File: src/rtl/alu_arbiter.sv
// alu_arbiter: two-client round-robin arbiter/sequencer in front of one shared combinational ALU.
// Latency: request accepted at edge N, rsp_valid high from cycle N+2; minimum 3 cycles per transaction.
// Backpressure: req_ready only in IDLE; the response holds in RESP until the granted client's rsp_ready.
//
// Ports:
//   clk_i, rst_i                 clock, synchronous active-high reset
//   req_valid_i/req_ready_o[1:0] per-client request handshake (bit i = client i)
//   req_a0_i/req_b0_i/req_op0_i  client 0 operands and opcode
//   req_a1_i/req_b1_i/req_op1_i  client 1 operands and opcode
//   rsp_valid_o/rsp_ready_i[1:0] per-client response handshake
//   rsp_data_o, rsp_err_o        registered ALU result (shared) and unsupported-opcode flag
//   alu_a_o/alu_b_o/alu_op_o     operands to the ALU, alu_out_i its combinational result
//
// Build option: ALU_ARB_FIXED_PRIO_EN -- when defined, client 0 always wins a tie and the
// round-robin pointer is removed. Handshakes and latency are identical in both builds.

module alu_arbiter #(
  parameter int WIDTH = 8,
  parameter int OPW   = 4
) (
  input  logic             clk_i,
  input  logic             rst_i,
  input  logic [1:0]       req_valid_i,
  output logic [1:0]       req_ready_o,
  input  logic [WIDTH-1:0] req_a0_i,
  input  logic [WIDTH-1:0] req_b0_i,
  input  logic [OPW-1:0]   req_op0_i,
  input  logic [WIDTH-1:0] req_a1_i,
  input  logic [WIDTH-1:0] req_b1_i,
  input  logic [OPW-1:0]   req_op1_i,
  output logic [1:0]       rsp_valid_o,
  input  logic [1:0]       rsp_ready_i,
  output logic [WIDTH-1:0] rsp_data_o,
  output logic             rsp_err_o,
  output logic [WIDTH-1:0] alu_a_o,
  output logic [WIDTH-1:0] alu_b_o,
  output logic [OPW-1:0]   alu_op_o,
  input  logic [WIDTH-1:0] alu_out_i
);

  typedef enum logic [1:0] {
    IDLE = 2'd0,
    EXEC = 2'd1,
    RESP = 2'd2
  } state_t;

  state_t           state_q, state_d;
  logic             gnt_q, gnt_d;
  logic [WIDTH-1:0] a_q, a_d;
  logic [WIDTH-1:0] b_q, b_d;
  logic [OPW-1:0]   op_q, op_d;
  logic             err_q, err_d;
  logic [WIDTH-1:0] data_q, data_d;
  logic [1:0]       rsp_valid_q, rsp_valid_d;
`ifndef ALU_ARB_FIXED_PRIO_EN
  logic             last_q, last_d;
`endif

  logic             win;
  logic [OPW-1:0]   op_sel;

  // Winner selection. A single requester always wins; only a tie consults the policy.
  always_comb begin
`ifdef ALU_ARB_FIXED_PRIO_EN
    win = ~req_valid_i[0];
`else
    if (&req_valid_i) begin
      win = ~last_q;
    end else begin
      win = req_valid_i[1];
    end
`endif
    op_sel = win ? req_op1_i : req_op0_i;
  end

  always_comb begin
    state_d     = state_q;
    gnt_d       = gnt_q;
    a_d         = a_q;
    b_d         = b_q;
    op_d        = op_q;
    err_d       = err_q;
    data_d      = data_q;
    rsp_valid_d = rsp_valid_q;
`ifndef ALU_ARB_FIXED_PRIO_EN
    last_d      = last_q;
`endif
    req_ready_o = 2'b00;

    case (state_q)
      IDLE: begin
        // Accept strobe is combinational but suppressed while reset is asserted.
        if ((|req_valid_i) && !rst_i) begin
          req_ready_o = win ? 2'b10 : 2'b01;
          gnt_d       = win;
          a_d         = win ? req_a1_i : req_a0_i;
          b_d         = win ? req_b1_i : req_b0_i;
          op_d        = op_sel;
          err_d       = (op_sel > OPW'(8));
`ifndef ALU_ARB_FIXED_PRIO_EN
          last_d      = win;
`endif
          state_d     = EXEC;
        end
      end
      EXEC: begin
        data_d      = alu_out_i;
        rsp_valid_d = gnt_q ? 2'b10 : 2'b01;
        state_d     = RESP;
      end
      RESP: begin
        // Only the granted client's rsp_ready completes the response.
        if (rsp_ready_i[gnt_q]) begin
          rsp_valid_d = 2'b00;
          state_d     = IDLE;
        end
      end
      default: begin
        rsp_valid_d = 2'b00;
        state_d     = IDLE;
      end
    endcase
  end

  always_ff @(posedge clk_i) begin
    if (rst_i) begin
      state_q     <= IDLE;
      gnt_q       <= 1'b0;
      a_q         <= '0;
      b_q         <= '0;
      op_q        <= '0;
      err_q       <= 1'b0;
      data_q      <= '0;
      rsp_valid_q <= 2'b00;
`ifndef ALU_ARB_FIXED_PRIO_EN
      last_q      <= 1'b1;
`endif
    end else begin
      state_q     <= state_d;
      gnt_q       <= gnt_d;
      a_q         <= a_d;
      b_q         <= b_d;
      op_q        <= op_d;
      err_q       <= err_d;
      data_q      <= data_d;
      rsp_valid_q <= rsp_valid_d;
`ifndef ALU_ARB_FIXED_PRIO_EN
      last_q      <= last_d;
`endif
    end
  end

  // The ALU port is driven only from the operand registers, so it never follows
  // live client inputs and holds the last accepted operands outside EXEC.
  assign alu_a_o     = a_q;
  assign alu_b_o     = b_q;
  assign alu_op_o    = op_q;
  assign rsp_data_o  = data_q;
  assign rsp_err_o   = err_q;
  assign rsp_valid_o = rsp_valid_q;

endmodule

File: config.mk
export PLATFORM = sky130hd
export DESIGN_NAME = alu_arbiter
export DESIGN_NICKNAME = d
export VERILOG_FILES = /design/src/rtl/alu_arbiter.sv
export SDC_FILE = /design/constraint.sdc
export NUM_CORES = 1
export LEC_CHECK = 0
export CAP_MARGIN = 10
export CORE_ASPECT_RATIO = 1.2
export CORE_MARGIN = 4
export CORE_UTILIZATION = 39
export DETAILED_ROUTE_END_ITERATION = 7
export PLACE_DENSITY = 0.77
export SYNTH_ARGS = -nofsm -noshare
export SYNTH_HDL_FRONTEND = slang
export SYNTH_SLANG_ARGS = --single-unit
File: constraint.sdc
create_clock -name clk_i -period 1.3 [get_ports clk_i]
set_input_delay 0.26 -clock clk_i [delete_from_list [all_inputs] [get_ports clk_i]]
set_output_delay 0.26 -clock clk_i [all_outputs]
set_load 0.02 [all_outputs]
==> results.toml <==
[route]
postRouteAntennaNets = 0
via_count = 1705
drtIter0Drc = 74
avgViaCountPerCell = 5.06
drc_errors = 0
wl_microns = 4760
dr.pass1.iters = 4
routedWlPerCell_microns = 14.1

[clock_network]
cts_buffers = 5
cts.sinks = 35
cts_tree = "done"
clock-root-buffer = "clkbuf_8"
hold_buffers = 0
clk_pin_slew_worst_paths_ps = 60
h-tree-depth = 2
clk_latency_ps = 290
cts.path.max_buffers = 2

[setup_path]
crit_arrival_ps = 1130
critPathKind = "reg -> out"
end_kind = "output port"
required_ps = 1040
path_max_fanout = 3
worstSetupStartpointType = "flip-flop"

[yosys]
synth_most_common_cell = "nand2_1"
synth-seq-cells = 35
synth_area_leader_cell = "dfxtp_1"
yosys.area.top_type_share_pct = 43.3
ys_top_cells_by_area = "dfxtp_1, nand2_1, a21oi_1, a311oi_2, a311oi_1"
syn-num-nets = 245
synth-edff-count = 0
syn_area_sq_um = 1620
ys_seq_area_share_pct = 43.3
synthTopCellsByCount = "nand2_1, dfxtp_1, a21oi_1"
avgSynthCellArea_sq_um = 8.47
ys_warn_count = 0
postSynthCellCount = 191
synthFlopType = "dfxtp_1"
yosysUniqueCellTypes = 28
synthArstFlopShare_pct = 0

[sta]
relSlewSlack_pct = 69.5
min_period_ps = 1390
setup_tns_ps = -171
max_freq_mhz = 720
finalSetupViolCount = 2
period_share_pct = 107
skew_ps = 5.61
hold_viol_final = 0
post-route-worst-setup-slack_ps = -89.1
worst_slew_pin_slew_ps = 457
rsz0062_at_grt = "true"
drv_slew = 0

[global_routing]
grt_max_degree = 27
grt_use_total_pct = 17.6
antenna_found_initial = 0
grt_pass1_wl_microns = 7020
grt_overflow = 0
grt_pass1_vias = 1576

[layout]
nets = 336
n_antenna_cell = 0
nFillCells = 389
drive_gt1_share_pct = 15.9
area_growth_pct = 63.2
regArea_sq_um = 704
multi_input_area_sq_um = 853
stdcell_count = 337

[floorplanning]
die_h_microns = 78.6
boundaryPins = 87
floorplan.rows = 25
initial_core_util_pct = 40.7
die-area_sq_um = 5250
die_x_microns = 66.8
coreArea_sq_um = 3970

[placement]
dpl.hpwl_microns = 3200
post-place-ws_ps = -773
place_congestion = 0.741
io_buffers = 86
place_inst = 325

[power]
power.internal_mw = 2.02
power_density_nw_per_um2 = 1120
seqPwrFrac_pct = 42.3
p_switching_mw = 0.941
swShare_pct = 31.8
clockPowerShare_pct = 25.2
irDropWorstVdd_v = 0.000803
power.total_mw = 2.96
combPwrFrac_pct = 32.5
p_leak_nw = 1.11

[status]
violations = "setup timing"
status = "finished with violations"

[run]
maxCapViolations = 0

[worst_hold_path]
worstHoldPathType = "reg -> reg"
## flip-flops by register name, summed over array words and instances, names as in the netlist
signal,cells
alu_op_o,4
alu_b_o,8
rsp_valid_o,2
last_q,1
alu_a_o,8
state_q,2
rsp_data_o,8
gnt_q,1
rsp_err_o,1
## metal layers
metal / wire length, microns / part of all wire, % / GRT usage, % / up-vias
li1: - / - / - / 859
met1: 1820 / 38 / 17.3 / 773
met2: 2420 / 51 / 32.0 / 67
met3: 461 / 9.7 / 7.73 / 6
met4: 59 / 1.2 / 6.10 / 0
met5: 0 / 0 / 0 / -
## cells by family (layout without fill, tap and decap cells)
kind of cell           after synthesis  after routing  synth area share (%)
and+or+nand+nor                     75             77                  20.0
buffers and inverters               18            108                  7.42
muxes                                1              1                 0.619
DFF                                 35             35                  43.3
AOI/OAI and AO/OA                   62             62                  28.7
## critical path, cell delays in order, from the launching register on
cell and delay (ps):
dfxtp_2 330, nor2_4 110, nand2_2 90, nor3_2 150
buf_4 160
## placed cells by master (no fill, tap or decap), drive strengths merged
master,netlist,final
a21bo,1,1
a21boi,1,1
a21oi,33,33
a311oi,21,21
and2b,2,2
buf,13,15
clkbuf,4,7
clkdlybuf4s15,0,1
clkdlybuf4s50,0,50
clkinv,0,1
dfxtp,35,35
dlygate4sd2,0,33
inv,1,1
mux2i,1,1
nand2,58,58
nand3,2,2
nand3b,2,2
nor2,5,7
nor2b,1,1
nor3,2,2
o21ai,4,4
o311ai,2,2
or2,2,2
or2b,1,1
## power by group through the flow
stage                     Combinational [mW]  Clock [mW]  Sequential (mW)
after global placement                 0.968           0             1.27
after global routing                    1.04       0.802             1.27
final                                  0.962       0.748             1.25
after detailed placement               0.976           0             1.27
after CTS                              0.948       0.762             1.25
after floorplan                        0.405           0             1.40
## final timing paths
check	endpoint	depth (start not counted)	start	slack [ps]
max	req_ready_o[1]	4	state_q[1]	-90
min	rsp_data_o[3]	2	rsp_data_o[3]	450
max reg2reg	alu_b_o[1]	4	state_q[1]	10
min reg2reg	rsp_data_o[3]	2	rsp_data_o[3]	450
## stage by stage
| stage | area [sq um] | util, % | hold slack [ps] |
|---|---|---|---|
| floorplan | 1630 | - | 396 |
| global placement | 2520 | 63.5 | 443 |
| detailed placement | 2520 | 63.5 | 446 |
| CTS | 2620 | 65.9 | 453 |
| global route | 2640 | 66.5 | 475 |
| finish | 2640 | 66.5 | 451 |
## final cells by class
class | count | share of cell area (%)
clock inverter | 1 | 0.190
multi-input combinational | 140 | 32.3
clock buffer | 7 | 2.89
timing repair buffer | 99 | 35.2
inverter | 1 | 0.142
sequential | 35 | 26.7
tap | 54 | 2.56
## repair_timing
action                     4_1_cts  5_1_grt
setup endpoints to repair       56       15
setup buffers                    2        0
resized for setup               54        6
gates cloned                     1        2
pin swaps                        5        2
Power figures use the tool's default switching activity.
